`src/rtl/mdio_mgmt_master_pkg.sv`:
```
// mdio_pkg: shared Clause-22 frame constants and the frame-sequencer state type.
`default_nettype none

package mdio_pkg;

  localparam logic [1:0] MDIO_ST    = 2'b01;
  localparam logic [1:0] MDIO_OP_WR = 2'b01;
  localparam logic [1:0] MDIO_OP_RD = 2'b10;
  localparam logic [1:0] MDIO_TA_WR = 2'b10;

  localparam int CMD_BITS  = 14;
  localparam int TA_BITS   = 2;
  localparam int DATA_BITS = 16;

  typedef enum logic [2:0] {
    IDLE     = 3'd0,
    PRE      = 3'd1,
    CMD      = 3'd2,
    TA       = 3'd3,
    DATA     = 3'd4,
    IDLE_BIT = 3'd5
  } mdio_state_e;

endpackage

`default_nettype wire

```
`src/rtl/mdio_mgmt_master_if.sv`:
```
// mdio_mgmt_master_if: request/response bus between the MAC config block and the MDIO master.
`default_nettype none

interface mdio_mgmt_master_if;
  logic        req_valid;
  logic        req_ready;
  logic        req_write;
  logic [4:0]  req_phy_addr;
  logic [4:0]  req_reg_addr;
  logic [15:0] req_wdata;
  logic        req_pre_sup;
  logic        rsp_valid;
  logic [15:0] rsp_rdata;
  logic        rsp_err;
  logic        busy;

  modport master (
    output req_valid, req_write, req_phy_addr, req_reg_addr, req_wdata, req_pre_sup,
    input  req_ready, rsp_valid, rsp_rdata, rsp_err, busy
  );

  modport slave (
    input  req_valid, req_write, req_phy_addr, req_reg_addr, req_wdata, req_pre_sup,
    output req_ready, rsp_valid, rsp_rdata, rsp_err, busy
  );
endinterface

`default_nettype wire

```
`src/rtl/mdio_mgmt_master_clk_gen.sv`:
```
// mdio_clk_gen: MDC divider with one-cycle strobes ahead of each MDC rise and fall.
`default_nettype none

module mdio_clk_gen #(
  parameter int CLK_DIV = 10
) (
  input  logic sig_CLK,
  input  logic sig_RESET_N,
  input  logic en_i,
  output logic mdc_o,
  output logic rise_stb_o,
  output logic fall_stb_o
);

  localparam int              CNT_W    = (CLK_DIV > 1) ? $clog2(CLK_DIV) : 1;
  localparam logic [CNT_W-1:0] CNT_LAST = CNT_W'(CLK_DIV - 1);

  logic [CNT_W-1:0] cnt_q, cnt_d;
  logic             mdc_q, mdc_d;
  logic             term;

  always_comb begin
    term  = (cnt_q == CNT_LAST);
    cnt_d = cnt_q;
    mdc_d = mdc_q;
    if (!en_i) begin
      cnt_d = '0;
      mdc_d = 1'b0;
    end else if (term) begin
      cnt_d = '0;
      mdc_d = ~mdc_q;
    end else begin
      cnt_d = cnt_q + CNT_W'(1);
    end
  end

  always_ff @(posedge sig_CLK) begin
    if (!sig_RESET_N) begin
      cnt_q <= '0;
      mdc_q <= 1'b0;
    end else begin
      cnt_q <= cnt_d;
      mdc_q <= mdc_d;
    end
  end

  assign mdc_o      = mdc_q;
  assign rise_stb_o = en_i && term && !mdc_q;
  assign fall_stb_o = en_i && term && mdc_q;

endmodule

`default_nettype wire

```
`src/rtl/mdio_mgmt_master.sv`:
```
// mdio_mgmt_master: Clause-22 MDIO master turning register requests into MDC/MDIO frames.
`default_nettype none

module mdio_mgmt_master #(
  parameter int CLK_DIV      = 10,
  parameter int PREAMBLE_LEN = 32
) (
  input  logic                sig_CLK,
  input  logic                sig_RESET_N,
  mdio_mgmt_master_if.slave   mgmt,
  output logic                sig_MDCLK,
  output logic                sig_MDIO_O,
  output logic                sig_MDIO_OE,
  input  logic                sig_MDIO_I
);

  import mdio_pkg::*;

  localparam logic [6:0] PRE_LAST  = 7'(PREAMBLE_LEN - 1);
  localparam logic [6:0] CMD_LAST  = 7'(CMD_BITS - 1);
  localparam logic [6:0] TA_LAST   = 7'(TA_BITS - 1);
  localparam logic [6:0] DATA_LAST = 7'(DATA_BITS - 1);

  mdio_state_e state_q, state_d;
  logic [6:0]  bitcnt_q, bitcnt_d;
  logic [31:0] shreg_q, shreg_d;
  logic [15:0] rx_q, rx_d;
  logic        write_q, write_d;
  logic        ta_err_q, ta_err_d;
  logic        rsp_valid_q, rsp_valid_d;
  logic [15:0] rsp_rdata_q, rsp_rdata_d;
  logic        rsp_err_q, rsp_err_d;
  logic        rise_stb, fall_stb;

  mdio_clk_gen #(.CLK_DIV(CLK_DIV)) u_clk_gen (
    .sig_CLK    (sig_CLK),
    .sig_RESET_N(sig_RESET_N),
    .en_i       (state_q != IDLE),
    .mdc_o      (sig_MDCLK),
    .rise_stb_o (rise_stb),
    .fall_stb_o (fall_stb)
  );

  always_comb begin
    state_d     = state_q;
    bitcnt_d    = bitcnt_q;
    shreg_d     = shreg_q;
    rx_d        = rx_q;
    write_d     = write_q;
    ta_err_d    = ta_err_q;
    rsp_valid_d = 1'b0;
    rsp_rdata_d = rsp_rdata_q;
    rsp_err_d   = rsp_err_q;
    sig_MDIO_O  = 1'b1;
    sig_MDIO_OE = 1'b0;

    case (state_q)
      IDLE: begin
        if (mgmt.req_valid) begin
          write_d  = mgmt.req_write;
          shreg_d  = {MDIO_ST, mgmt.req_write ? MDIO_OP_WR : MDIO_OP_RD,
                      mgmt.req_phy_addr, mgmt.req_reg_addr,
                      mgmt.req_write ? MDIO_TA_WR : 2'b00,
                      mgmt.req_write ? mgmt.req_wdata : 16'h0000};
          bitcnt_d = '0;
          rx_d     = '0;
          ta_err_d = 1'b0;
          state_d  = (mgmt.req_pre_sup || PREAMBLE_LEN == 0) ? CMD : PRE;
        end
      end
      PRE: begin
        sig_MDIO_OE = 1'b1;
        if (fall_stb) begin
          bitcnt_d = (bitcnt_q == PRE_LAST) ? 7'd0 : bitcnt_q + 7'd1;
          if (bitcnt_q == PRE_LAST) state_d = CMD;
        end
      end
      CMD: begin
        sig_MDIO_OE = 1'b1;
        sig_MDIO_O  = shreg_q[31];
        if (fall_stb) begin
          shreg_d  = {shreg_q[30:0], 1'b0};
          bitcnt_d = (bitcnt_q == CMD_LAST) ? 7'd0 : bitcnt_q + 7'd1;
          if (bitcnt_q == CMD_LAST) state_d = TA;
        end
      end
      TA: begin
        sig_MDIO_OE = write_q;
        sig_MDIO_O  = write_q ? shreg_q[31] : 1'b1;
        // A PHY pulls the second turnaround bit low; a high level means nobody answered.
        if (rise_stb && !write_q && bitcnt_q == TA_LAST) ta_err_d = sig_MDIO_I;
        if (fall_stb) begin
          shreg_d  = {shreg_q[30:0], 1'b0};
          bitcnt_d = (bitcnt_q == TA_LAST) ? 7'd0 : bitcnt_q + 7'd1;
          if (bitcnt_q == TA_LAST) state_d = DATA;
        end
      end
      DATA: begin
        sig_MDIO_OE = write_q;
        sig_MDIO_O  = write_q ? shreg_q[31] : 1'b1;
        if (rise_stb && !write_q) rx_d = {rx_q[14:0], sig_MDIO_I};
        if (fall_stb) begin
          shreg_d  = {shreg_q[30:0], 1'b0};
          bitcnt_d = (bitcnt_q == DATA_LAST) ? 7'd0 : bitcnt_q + 7'd1;
          if (bitcnt_q == DATA_LAST) state_d = IDLE_BIT;
        end
      end
      IDLE_BIT: begin
        if (fall_stb) begin
          state_d     = IDLE;
          rsp_valid_d = 1'b1;
          rsp_rdata_d = write_q ? 16'h0000 : rx_q;
          rsp_err_d   = !write_q && ta_err_q;
        end
      end
      default: state_d = IDLE;
    endcase
  end

  always_ff @(posedge sig_CLK) begin
    if (!sig_RESET_N) begin
      state_q     <= IDLE;
      bitcnt_q    <= '0;
      shreg_q     <= '0;
      rx_q        <= '0;
      write_q     <= 1'b0;
      ta_err_q    <= 1'b0;
      rsp_valid_q <= 1'b0;
      rsp_rdata_q <= '0;
      rsp_err_q   <= 1'b0;
    end else begin
      state_q     <= state_d;
      bitcnt_q    <= bitcnt_d;
      shreg_q     <= shreg_d;
      rx_q        <= rx_d;
      write_q     <= write_d;
      ta_err_q    <= ta_err_d;
      rsp_valid_q <= rsp_valid_d;
      rsp_rdata_q <= rsp_rdata_d;
      rsp_err_q   <= rsp_err_d;
    end
  end

  assign mgmt.req_ready = (state_q == IDLE) && sig_RESET_N;
  assign mgmt.busy      = (state_q != IDLE);
  assign mgmt.rsp_valid = rsp_valid_q;
  assign mgmt.rsp_rdata = rsp_rdata_q;
  assign mgmt.rsp_err   = rsp_err_q;

endmodule

`default_nettype wire

```
`src/flat_wrapper.sv`:
```
// flat-port wrapper written by rule: the top's interface ports become plain ports
module mdio_mgmt_master_flat import mdio_pkg::*;
#(
  parameter int CLK_DIV      = 10,
  parameter int PREAMBLE_LEN = 32
)
  (sig_CLK, sig_RESET_N, sig_MDCLK, sig_MDIO_O, sig_MDIO_OE, sig_MDIO_I, mgmt_req_valid, mgmt_req_write, mgmt_req_phy_addr, mgmt_req_reg_addr, mgmt_req_wdata, mgmt_req_pre_sup, mgmt_req_ready, mgmt_rsp_valid, mgmt_rsp_rdata, mgmt_rsp_err, mgmt_busy);
  mdio_mgmt_master_if mgmt_i ();
  input  logic sig_CLK;
  input  logic sig_RESET_N;
  output logic sig_MDCLK;
  output logic sig_MDIO_O;
  output logic sig_MDIO_OE;
  input  logic sig_MDIO_I;
  input wire logic [$bits(mgmt_i.req_valid)-1:0] mgmt_req_valid;
  input wire logic [$bits(mgmt_i.req_write)-1:0] mgmt_req_write;
  input wire logic [$bits(mgmt_i.req_phy_addr)-1:0] mgmt_req_phy_addr;
  input wire logic [$bits(mgmt_i.req_reg_addr)-1:0] mgmt_req_reg_addr;
  input wire logic [$bits(mgmt_i.req_wdata)-1:0] mgmt_req_wdata;
  input wire logic [$bits(mgmt_i.req_pre_sup)-1:0] mgmt_req_pre_sup;
  output wire logic [$bits(mgmt_i.req_ready)-1:0] mgmt_req_ready;
  output wire logic [$bits(mgmt_i.rsp_valid)-1:0] mgmt_rsp_valid;
  output wire logic [$bits(mgmt_i.rsp_rdata)-1:0] mgmt_rsp_rdata;
  output wire logic [$bits(mgmt_i.rsp_err)-1:0] mgmt_rsp_err;
  output wire logic [$bits(mgmt_i.busy)-1:0] mgmt_busy;
  assign mgmt_i.req_valid = mgmt_req_valid;
  assign mgmt_i.req_write = mgmt_req_write;
  assign mgmt_i.req_phy_addr = mgmt_req_phy_addr;
  assign mgmt_i.req_reg_addr = mgmt_req_reg_addr;
  assign mgmt_i.req_wdata = mgmt_req_wdata;
  assign mgmt_i.req_pre_sup = mgmt_req_pre_sup;
  assign mgmt_req_ready = mgmt_i.req_ready;
  assign mgmt_rsp_valid = mgmt_i.rsp_valid;
  assign mgmt_rsp_rdata = mgmt_i.rsp_rdata;
  assign mgmt_rsp_err = mgmt_i.rsp_err;
  assign mgmt_busy = mgmt_i.busy;
  mdio_mgmt_master #(.CLK_DIV(CLK_DIV), .PREAMBLE_LEN(PREAMBLE_LEN)) u_core (.sig_CLK(sig_CLK), .sig_RESET_N(sig_RESET_N), .mgmt(mgmt_i), .sig_MDCLK(sig_MDCLK), .sig_MDIO_O(sig_MDIO_O), .sig_MDIO_OE(sig_MDIO_OE), .sig_MDIO_I(sig_MDIO_I));
endmodule
```
`config.mk`:
```
export PLATFORM = sky130hd
export DESIGN_NAME = mdio_mgmt_master_flat
export DESIGN_NICKNAME = d
export VERILOG_FILES = /design/src/rtl/mdio_mgmt_master_pkg.sv /design/src/rtl/mdio_mgmt_master_if.sv /design/src/rtl/mdio_mgmt_master_clk_gen.sv /design/src/rtl/mdio_mgmt_master.sv /design/src/flat_wrapper.sv
export SDC_FILE = /design/constraint.sdc
export NUM_CORES = 1
export LEC_CHECK = 0
export CAP_MARGIN = 0
export CORE_MARGIN = 5
export CORE_UTILIZATION = 42
export DETAILED_ROUTE_END_ITERATION = 8
export GPL_TIMING_DRIVEN = 0
export SKIP_CTS_REPAIR_TIMING = 1
export SYNTH_ARGS = -nofsm -noshare
export SYNTH_HDL_FRONTEND = slang
export SYNTH_HIERARCHICAL = 1
export SYNTH_SLANG_ARGS = --single-unit
```
`constraint.sdc`:
```
create_clock -name sig_CLK -period 2.72 [get_ports sig_CLK]
set_clock_uncertainty 0.05 [all_clocks]
set_input_delay 0.544 -clock sig_CLK [delete_from_list [all_inputs] [get_ports sig_CLK]]
set_output_delay 0.544 -clock sig_CLK [all_outputs]
set_load 0.02 [all_outputs]
```
# Word-level counts from Yosys, hierarchy flattened
# Cells that the tools add are included.
op_classes:
  n_addsub: 2
  bitwise: 3
  n_mux: 39
  eq_ne: 23
  reduce_logical: 28
op_table:
  columns: ["operator", "n"]
  rows:
  - ["$mux W16", 4]
  - ["$mux W32", 2]
  - ["$pmux W32 S2", 1]
  - ["$mux W7", 9]
  - ["$pmux W7 S5", 1]
  - ["$pmux W16 S2", 1]
  - ["$mux W3", 10]
  - ["$ne A2 B1 Y1 const B", 12]
  - ["$pmux W3 S6", 1]
  - ["$eq A7 B4 Y1 const B", 2]
  - ["$reduce_and A10 Y1", 1]
  - ["$reduce_and A3 Y1", 3]
  - ["$reduce_and A2 Y1", 4]
  - ["$add A7 B1 Y7 const B", 1]
  - ["$eq A7 B1 Y1 const B", 1]
  - ["$eq A7 B5 Y1 const B", 1]
  - ["$logic_and A1 B1 Y1", 7]
  - ["$eq A3 B2 Y1 const B", 2]
  - ["$eq A3 B3 Y1 const B", 2]
  - ["$mux W2", 3]
  - ["$pmux W1 S2", 3]
  - ["$reduce_and A6 Y1", 1]
  - ["$reduce_bool A2 Y1", 3]
  - ["$reduce_or A3 Y1", 2]
  - ["other kinds (11)", 18]
totals:
  reg_bits: 83
  output_inout_bits: 23
  inputBits: 32

# Logic depth before layout (Yosys ltp)
# Gate-level depths: netlist of run 1.
depth:
  ltp_word: 7
  ltp_mapped: 12
  depth_no_buf: 9

# Cells and area by module
# The synthesis of run 1 kept the hierarchy.
modules_own_cells:
  columns: ["module", "area_each_um2", "instances", "cells_per_inst"]
  rows:
  - ["mdio_mgmt_master", 3464.6, 1, 413]
  - ["mdio_clk_gen", 224.0, 1, 22]

# Worst setup path after synthesis of run 1
# OpenSTA, ideal clock, no wires.
synth_path:
  kind: "reg-to-reg"
  from: "reg u_core.state_q[1]"
  to: "reg u_core.rsp_err_q, in the netlist u_core/mgmt.rsp_err"
  stages_incl_launch_ff: 13
  arrival_ns: 2.500
  path_slack_ns: 0.110
  t_required_ns: 2.611
  n_path_buf: 3
  setup_time_ns: 0.059
  synth_period_minus_slack_ns: 2.610
  cell_sequence: "dfxtp_1 clkbuf_8 nor3_1 inv_1 nand3_1 nor3b_1 inv_1 nor4_1 and2_1 nor2b_1 clkbuf_1 buf_2 a22o_1"
synth_between:
  elab_chain_len: 4
  elab_cells_between_ends: 5
  classes_between: "eq/ne (1); reduce/logical (4)"
synth_lines:
  columns: ["element", "line_no", "rtl"]
  rows:
  - ["start: declaration", "mdio_mgmt_master.sv:24", "mdio_state_e state_q, state_d;"]
  - ["start signal: assignment", "mdio_mgmt_master.sv:132", "state_q <= state_d;"]
  - ["$reduce_bool A3 Y1", null, null]
  - ["net mgmt_busy", "flat_wrapper.sv:25", "output wire logic [$bits(mgmt_i.busy)-1:0] mgmt_busy;"]
  - ["$logic_and A1 B1 Y1 (2 in a row)", "mdio_mgmt_master_clk_gen.sv:49", "assign fall_stb_o = en_i && term && mdc_q;"]
  - ["net u_core.fall_stb", "mdio_mgmt_master.sv:33", "logic rise_stb, fall_stb;"]
  - ["$reduce_and A2 Y1 (no line)", null, null]
  - ["end signal: assignment", "mdio_mgmt_master.sv:140", "rsp_err_q <= rsp_err_d;"]
  - ["end: declaration", "mdio_mgmt_master.sv:32", "logic rsp_err_q, rsp_err_d;"]
# The timed path passes the listed nets, and every way through them passes these cells.
# A chain may end at the register's enable or synchronous reset.

# Worst setup path in the final report of run 1
layout_path:
  from: "reg u_core.state_q[1]"
  to: "reg u_core.rsp_rdata_q[14], in the netlist u_core/mgmt.rsp_rdata[14]"
layout_between:
  elab_chain_len: 4
  elab_cells_between_ends: 5
  classes_between: "eq/ne (1); reduce/logical (4)"
layout_lines:
  columns: ["element", "line_no", "rtl"]
  rows:
  - ["$reduce_bool A3 Y1", "mdio_mgmt_master.sv:38", ".en_i (state_q != IDLE),"]
  - ["$logic_and A1 B1 Y1 (2 in a row)", "mdio_mgmt_master_clk_gen.sv:49", null]
  - ["net u_core.fall_stb", "mdio_mgmt_master.sv:33", null]
  - ["$reduce_and A2 Y1 (no line)", null, null]
  - ["end signal: assignment", "mdio_mgmt_master.sv:139", "rsp_rdata_q <= rsp_rdata_d;"]
  - ["end: declaration", "mdio_mgmt_master.sv:31", "logic [15:0] rsp_rdata_q, rsp_rdata_d;"]
# The timed path passes the listed nets, and every way through them passes these cells.

==> summary.txt, run 1 <==
Run status
  – Status: finished, final reports clean

Clock tree
  – Clock latency on the worst-skew pair: 0.35 ns
  – H-Tree Depth: 3
  – CTS tree: yes
  – Clk slew on worst S/H paths: 0.10 ns
  – CTS buffer count: 9
  – Clock sink count: 83
  – Clock Tree Buf Depth: 2
  – CTS root buf: clkbuf_8

Min path
  – Hold Path Stages: 2
  – Hold endpoint: u_core/rx_q[15]
  – Worst Hold Class: reg -> reg
  – Hold_sp: u_core/rx_q[15]

Floorplanning
  – Die Width: 104 um
  – Row count: 34
  – IO Count: 55
  – Initial Utilization: 42.7%
  – Core Area: 8640 um2
  – Area of the die: 10,800 um2
  – Die Y: 104 um

Routing
  – Vias: 3,394
  – First-pass detailed-route iteration total: 4
  – Post-DRT Antenna Nets: 0
  – Wire per inst: 14.5 um
  – Detailed-route DRC error count: 0
  – DR vias/cell: 5.54
  – 1st-iter DRT viols: 131
  – Final Routed Wirelength: 8900 um

Logic synthesis
  – Asr flop ratio synth: 0%
  – Leading area contributor after synthesis: dfxtp_1
  – Post-Synth XOR/XNOR Area: 0.712%
  – Post-synth EDFFs: 0
  – Synthesized flop and latch total: 83
  – Synth top area share: 45.0%
  – Sequential fraction of the synthesis area: 45.0%
  – Syn Std Cell Area: 3690 um2
  – Post-Syn Nets: 471
  – Largest family of logic cells by synthesized area: simple AND/OR/NAND/NOR gates
  – Mean post-synth cell area: 8.48 um2
  – Yosys warning count: 6
  – Post-Synth Adder-Cell Area: 1.36%
  – Top cells by area, synth: dfxtp_1, nand2_1, a311oi_1
  – Synth Area in Simple Gates: 23.2%
  – Top FF cell, synth: dfxtp_1
  – Cells after synthesis: 435
  – Post-synthesis compound-gate area fraction: 22.8%
  – Mux cell area share after synthesis: 0.543%
  – Netlist cell types: 51

Timing
  – Sum Neg Setup Slack: 0 ns
  – RSZ-0062 raised after global routing: true
  – Final period util: 95.9%
  – Slew Viols, Final: 0
  – Final Hold Viols: 0
  – Relative slew slack: 51.6%
  – Fmax: 384 MHz
  – Slew @ Worst Pin: 0.721 ns
  – Period minus WS final: 2.61 ns
  – Final Setup Violations: 0
  – Fin worst setup slack: 0.113 ns

Global route
  – First-pass GRT wire length: 15,100 um
  – Largest net degree at the start of global routing: 17
  – Grt ovf: 0
  – All-Layer GR Usage: 16.5%
  – Initial antenna violation count: 0
  – Vias in the first global route: 3,231

Worst setup path
  – Worst R2R End: u_core/mgmt.rsp_rdata[14]
  – Crit Path Class: reg -> reg
  – CP Launch Type: flop
  – CP max stage delay: 0.40 ns
  – Arr. time, crit path: 2.86 ns
  – R2R Path Start: u_core/state_q[1]
  – Crit path top cell by count: buf_4
  – Reg2Reg Depth: 13
  – R2R Setup Slk: 0.11 ns
  – Crit Path Max Fanout: 10
  – CP cell instances: clkbuf_8 > nor3_1 > inv_1 > nand3_1 > nor3b_4 > buf_4 > inv_2 > nor4_4 > and2_1 > nor2b_1 > clkbuf_4 > buf_4 > a22o_1
  – Worst setup EP type: flop
  – Worst EP required: 2.98 ns
  – Slowest CP cell: dfxtp_4

Finish
  – Most frequent cells in the layout: dfxtp_1, nand2_1, clkdlybuf4s50_1, nor2_1, nand3_1
  – Final net count: 536
  – Layout cells sized above 1: 11.3%
  – Commonest non-fill, non-tap cell in the layout: dfxtp_1
  – Area grow syn2layout: 26.0%
  – Diodes inserted: 0
  – FILL cells: 854
  – Post-Layout Cell Count: 613
  – Final Cell Area: 4650 um2

Job
  – Number of max-cap violations: 0

Place
  – Pre-CTS setup slack: -0.498 ns
  – IO buf count: 53
  – Inst Count DP: 596
  – Placed Area: 4350 um2
  – Final Wtd Congestion: 0.818
  – HPWL after DPL: 6490 um

Power and ir drop
  – Worst vdd ir: 0.374 mV
  – Leak: 0.00174 uW
  – Pwr dens: 855 nW/um2
==> cell type report <==
class | instances | area (um2) | area share [%]
Multi-Input combinational cell | 305 | 1840 | 39.6
Sequential cell | 83 | 1670 | 35.8
Timing Repair Buffer | 54 | 546 | 11.7
Buffer | 33 | 200 | 4.31
Tap cell | 108 | 135 | 2.91
Clock buffer | 9 | 124 | 2.66
Clock inverter | 7 | 85.1 | 1.83
Inverter | 14 | 52.6 | 1.13
==> logic make-up (layout without fill, tap and decap cells) <==
logic type | count (synthesis) | in the layout
simple gates | 187 | 187
xor+xnor | 3 | 3
buf+inv | 47 | 117
compound gates | 109 | 109
fa+ha+maj | 4 | 4
flops | 83 | 83
mux | 2 | 2
==> through the flow <==
stage                     total power (uW)  util [%]  hold WS, ns
final                                 3980      53.8        0.411
after floorplan                       2590         -        0.382
after detailed placement              3030      50.4        0.403
after CTS                             3970      52.8        0.417
after global placement                3020      50.4        0.397
after global routing                  4260      53.8        0.441
==> state kept, by name, summed over array words and instances (netlist names) <==
| register | count |
|---|---|
| u_core/mgmt.rsp_err | 1 |
| u_core/mgmt.rsp_rdata | 16 |
| u_core/state_q | 3 |
| u_core/bitcnt_q | 7 |
| u_core/ta_err_q | 1 |
| u_core/mgmt.rsp_valid | 1 |
| u_core/rx_q | 16 |
| u_core/write_q | 1 |
| u_core/u_clk_gen/mdc_o | 1 |
| u_core/u_clk_gen/cnt_q | 4 |
| u_core/shreg_q | 32 |
==> worst max-delay path, delay by kind of cell (launching register included) <==
kind | cells | cell delay, ns
and+or+nand+nor | 6 | 1.07
DFF | 1 | 0.40
AOI/OAI and AO/OA | 1 | 0.14
buffers and inverters | 6 | 0.91
==> worst max-delay path by stage <==
stage / startpoint / endpoint / slack (ns) / depth (start not counted)
after floorplan: u_core/state_q[1] / u_core/mgmt.rsp_err / 0.11 / 12
after detailed placement: u_core/state_q[1] / u_core/mgmt.rsp_err / -0.50 / 12
after CTS: u_core/state_q[1] / u_core/mgmt.rsp_rdata[14] / -0.51 / 12
final: u_core/state_q[1] / u_core/mgmt.rsp_rdata[14] / 0.11 / 13
after global placement: u_core/state_q[1] / u_core/mgmt.rsp_rdata[15] / -0.49 / 12
after global routing: u_core/state_q[0] / u_core/mgmt.rsp_rdata[14] / -0.09 / 13
==> where the power goes <==
part	internal [uW]	switching (uW)	leakage [uW]	total, uW
clock	442	490	0.0000999	931
sequential	1400	113	0.000676	1510
combinational	563	970	0.000964	1530
==> cells in the mapped netlist, drive strengths merged, types with 5 or more instances <==
| cell | count |
|---|---|
| nand3 | 41 |
| o21a | 5 |
| nor3 | 8 |
| o21ai | 7 |
| nand2 | 72 |
| and3 | 5 |
| a311oi | 26 |
| nor2 | 43 |
| clkbuf | 27 |
| buf | 6 |
| a22o | 17 |
| dfxtp | 83 |
| o211ai | 9 |
| inv | 14 |
| a21oi | 25 |
==> metal layers <==
| layer | wire length, um | global-route usage [%] |
|---|---|---|
| met5 | 0 | 0 |
| met4 | 115 | 5.18 |
| met3 | 372 | 3.79 |
| met2 | 4340 | 27.6 |
| met1 | 4070 | 20.9 |
Note: power is estimated with default switching activity, not from simulation.
==> inputs of run 2 (changes only) <==
--- a/config.mk
+++ b/config.mk
@@ -8,6 +8,7 @@
 export CAP_MARGIN = 0
 export CORE_MARGIN = 5
 export CORE_UTILIZATION = 42
+export CTS_CLUSTER_DIAMETER = 40
 export DETAILED_ROUTE_END_ITERATION = 8
 export GPL_TIMING_DRIVEN = 0
 export SKIP_CTS_REPAIR_TIMING = 1
==> results of run 2 <==
No change in the layout: final DEF, timing and power equal those of run 1.
==> inputs of run 3 (changes only) <==
==> constraint.sdc (replaced) <==
create_clock -name sig_CLK -period 2.55 [get_ports sig_CLK]
set_clock_uncertainty 0.05 [all_clocks]
set_input_delay 0.51 -clock sig_CLK [delete_from_list [all_inputs] [get_ports sig_CLK]]
set_output_delay 0.51 -clock sig_CLK [all_outputs]
set_load 0.02 [all_outputs]
==> run 3 against run 2 <==
Compared with the run above: count of clock-buffer cells in the layout stayed put; highest routed layer unchanged; fmax rose by 6.5%; power is 9.1% higher; global-route usage rose by 0.15 points; combinational power up 8%; design area grew 0.78%; largest power group unchanged.
==> summary.txt, run 3 (synthesis gave the netlist of run 1 again) <==
Finish
  – Layout cells sized above 1: 12.5% (+1.2 points)
  – Post-Layout Cell Count: 612 (-0.16%)
  – Commonest non-fill, non-tap cell in the layout: dfxtp_1
  – Area of the multi-input gates: 1860 um2 (+1.2%)
  – FILL cells: 846 (-0.94%)
  – Largest register FFs: 32 (unchanged)
  – Most frequent cells in the layout: dfxtp_1, nand2_1, clkdlybuf4s50_1, nor2_1, nand3_1
  – FF/Latch Area: 1670 um2 (unchanged)
  – Diodes inserted: 0 (unchanged)
  – Most flop-heavy register: u_core/shreg_q
  – Final net count: 535 (-0.19%)
  – Area grow syn2layout: 27.0%
  – Post-Route Utilization: 54.2% (+0.42 points)

Worst setup path
  – Arr. time, crit path: 2.64 ns (-0.22 ns)
  – Crit Path Max Fanout: 9 (-1)
  – Worst EP required: 2.74 ns (-0.24 ns)
  – Crit Path Class: reg -> reg
  – Worst setup EP type: flop
  – CP Launch Type: flop

Clock tree
  – Clock Tree Buf Depth: 2 (unchanged)
  – Clk slew on worst S/H paths: 0.09 ns (about the same)
  – Clock latency on the worst-skew pair: 0.36 ns (about the same)
  – CTS buffer count: 9 (unchanged)
  – CTS root buf: clkbuf_8
  – Clock sink count: 83 (unchanged)
  – CTS tree: yes
  – H-Tree Depth: 3 (unchanged)

Timing
  – Fin worst setup slack: 0.102 ns (-0.0104 ns)
  – Slew Viols, Final: 0 (unchanged)
  – Final Setup Violations: 0 (unchanged)
  – Final Hold Viols: 0 (unchanged)
  – Period minus WS final: 2.45 ns (-0.160 ns)
  – Fmax: 409 MHz (+6.5%)
  – Relative slew slack: 49.9% (-1.7 points)
  – Final period util: 96.0% (+0.13 points)
  – Sum Neg Setup Slack: 0 ns (unchanged)
  – Slew @ Worst Pin: 0.747 ns (+0.0255 ns)

Global route
  – First-pass GRT wire length: 15,100 um (-0.22%)
  – All-Layer GR Usage: 16.6% (+0.15 points)
  – Largest net degree at the start of global routing: 16 (-1)
  – Grt ovf: 0 (unchanged)
  – Vias in the first global route: 3,186 (-1.4%)
  – Initial antenna violation count: 0 (unchanged)

Place
  – Inst Count DP: 596 (unchanged)
  – IO buf count: 53 (unchanged)
  – Final Wtd Congestion: 0.829 (+1.4%)
  – Pre-CTS setup slack: -0.435 ns (+0.0629 ns)
  – HPWL after DPL: 6410 um (-1.2%)

Job
  – Number of max-cap violations: 0 (unchanged)

Routing
  – 1st-iter DRT viols: 131 (unchanged)
  – Vias: 3,359 (-1.0%)
  – Detailed-route DRC error count: 0 (unchanged)
  – Post-DRT Antenna Nets: 0 (unchanged)
  – Final Routed Wirelength: 9040 um (+1.6%)
  – Wire per inst: 14.8 um (+1.8%)
  – First-pass detailed-route iteration total: 4 (unchanged)
  – DR vias/cell: 5.49 (-0.87%)

Floorplanning
  – Die Y: 104 um (unchanged)
  – Core Area: 8640 um2 (unchanged)
  – Initial Utilization: 42.7% (unchanged)
  – Row count: 34 (unchanged)
  – IO Count: 55 (unchanged)
  – Area of the die: 10,800 um2 (unchanged)
  – Die Width: 104 um (unchanged)

Power and ir drop
  – Leak: 0.00173 uW (-0.40%)
  – Pwr dens: 926 nW/um2 (+8.3%)
  – Worst vdd ir: 0.487 mV (+30%)

Min path
  – Worst Hold Class: reg -> reg

Run status
  – Status: finished, final reports clean
[run 3: cell types whose count changed in the layout (fill, tap and decap cells not counted), sizes merged]
cell,delta
buf,+2
clkbuf,-2
bufinv,+1
clkinv,-1
clkinvlp,+1
dlymetal6s2s,-1
inv,-1
[run 3: path summary, 6_finish.rpt]
kind	from	to	slack [ns]	cells after the start
worst max-delay path	u_core/bitcnt_q[0]	u_core/state_q[1]	0.10	6
worst min-delay path	u_core/rx_q[15]	u_core/rx_q[15]	0.41	2
worst max register to register	u_core/bitcnt_q[0]	u_core/state_q[1]	0.10	6
worst min register to register	u_core/rx_q[15]	u_core/rx_q[15]	0.41	2
[run 3: stage by stage]
| stage | instance area, um2 | power [uW] | hold WS (ns) |
|---|---|---|---|
| 6_report | 4680 | 4340 | 0.409 |
| 2_1_floorplan | 3690 | 2760 | 0.382 |
| 5_1_grt | 4680 | 4630 | 0.438 |
| 3_5_place_dp | 4360 | 3240 | 0.403 |
| 4_1_cts | 4580 | 4310 | 0.415 |
| 3_3_place_gp | 4360 | 3230 | 0.394 |
[run 3: layout make-up]
class | instances | share of cell area, %
multi-input combinational | 305 | 39.8
inverter | 14 | 1.12
clock buffer | 9 | 2.64
buffer | 32 | 4.41
timing repair buffer | 54 | 11.5
sequential | 83 | 35.6
clock inverter | 7 | 2.14
tap | 108 | 2.88
[run 3: report_power, final]
group	leakage, uW	switching (uW)	internal (uW)	total (uW)
Clock	0.000102	509	558	1070
Combinational	0.000954	1060	604	1660
Sequential	0.000676	121	1490	1610
Total	0.00173	1690	2650	4340
[run 3: worst max-delay path: stages (launching register included)]
cell and delay, ns:
dfxtp_1 0.45, ha_1 0.20, or4b_4 0.49, nor2_2 0.25
o31ai_2 0.20, or3_4 0.44, o221a_1 0.26
[run 3: per-layer routing]
metal  GRT usage (%)  up-vias  wire [um]
li1                -     1704          -
met1            21.7     1585       4240
met2            26.9       62       4390
met3            5.22        8        345
met4            3.79        0         69
met5               0        -          0
==> RTL edit (settings of run 1) <==
Make the reset (`sig_RESET_N`) asynchronous in 2 clocked blocks.
--- a/src/rtl/mdio_mgmt_master_clk_gen.sv
+++ b/src/rtl/mdio_mgmt_master_clk_gen.sv
@@ -34,7 +34,7 @@
     end
   end
 
-  always_ff @(posedge sig_CLK) begin
+  always_ff @(posedge sig_CLK or negedge sig_RESET_N) begin
     if (!sig_RESET_N) begin
       cnt_q <= '0;
       mdc_q <= 1'b0;
--- a/src/rtl/mdio_mgmt_master.sv
+++ b/src/rtl/mdio_mgmt_master.sv
@@ -117,7 +117,7 @@
     endcase
   end
 
-  always_ff @(posedge sig_CLK) begin
+  always_ff @(posedge sig_CLK or negedge sig_RESET_N) begin
     if (!sig_RESET_N) begin
       state_q     <= IDLE;
       bitcnt_q    <= '0;
Formal check against the unedited RTL: differs if sig_RESET_N is asserted again (counterexample within 4 cycles, from zero or initial values and one cycle with sig_RESET_N low); with sig_RESET_N held inactive, the same outputs for 10 cycles.
==> RTL edit against run 1 <==
Fmax is 4.5% higher. Worst setup slack better by 0.11 ns. Non-clock buffer count rose by 1. Sequential cell count is the same. Design area up 6.5%. Wire length up 2.7%. Synthesized area grew 8.0%. Critical path depth fell by 10. Via count fell by 1.4%. Synthesized cell count is 2.8% higher. Count of clock-buffer cells in the layout is 3 higher. Die area grew 7.2%.
Power is not compared: it rests on default switching activity, and its combinational part moved more than twofold at a synthesized area within 25%.
==> RTL edit: results (changes against run 1) <==
** Global route
- Via count of the first global-routing pass :: 3241 (+0.31%)
- Met2 global-route usage :: 0.253 (-0.0235)
- The routing usage on met3 is 0.0282 (-0.00974).

** Routing
- Routed length on met1 :: 4580 um (+12%)
- Via count :: 3348 (-1.4%)
- Post-detailed-route wirelength per cell :: 14.1 um (-3.0%)

** Timing
- The headroom to the max-slew limit was 0.635 (+0.118).

** Worst setup path
- The delay of the slowest critical-path stage was 0.60 ns (+0.20 ns).
- Worst-path fanout max :: 8 (-2)
- Among all stages on the critical path, the largest delay is contributed by sky130_fd_sc_hd__clkdlybuf4s50_1.
- In this run the worst setup path terminates at mgmt_req_ready.
- The flop-to-flop setup slack is 0.24 ns (+0.13 ns).
- Crit-path leading delay family :: buffers and inverters
- The most critical setup path has its startpoint at u_core/state_q[2]$_DFFE_PN0P_.

** Logic synthesis
- Mapped Cells :: 447 (+2.8%)
- The total nets after synthesis came to 483 (+2.5%).
- Async set-or-reset flop fraction in the synthesized netlist :: 1.00 (+1.00)
- Share of cell area taken by muxes after synthesis :: 0.0333 (+0.0279)
- Seq/Total Area, Yosys :: 0.521 (+0.0707)

** Status
- The run finished with clean final reports.

** Place
- Final estimated routing congestion in global placement :: 0.822 (+0.57%)
- The cell count after placement came to 631 (+5.9%).
- The cell area after placement is 0.00471 sq mm (+8.2%).

** Min path
- The tightest min-delay check is of the primary input to async pin type.

** Layout
- Total number of nets in the final design :: 551 (+2.8%)

** Clock tree
- The clock transition at the register clock pins on the worst setup and hold paths after CTS is 0.08 ns (-0.02 ns).
==> RTL edit: cell types whose count changed after synthesis, sizes merged, moves of 6 or more <==
cell / run 1 / this run
o211ai: 9 / 0
a311oi: 26 / 1
nand2: 72 / 115
nor2: 43 / 14
dfxtp: 83 / 0
mux2i: 2 / 11
dfrtp: 0 / 83
a21oi: 25 / 31
and3: 5 / 18
nand3: 41 / 23
a22o: 17 / 0
o21ai: 7 / 51
==> RTL edit: report_power, final <==
group	total [mW]	internal [mW]	switching (mW)
Clock	0.781	0.356	0.425
Sequential	1.23	1.23	0.000468
Combinational	0.0821	0.0459	0.0362
Total	2.10	1.64	0.462
==> RTL edit: layout make-up <==
class	instances	area share
buffer	28	0.0270
sequential	83	0.420
inverter	10	0.00758
clock inverter	4	0.00531
tap	129	0.0326
timing repair buffer	60	0.124
clock buffer	12	0.0293
multi-input combinational	323	0.354
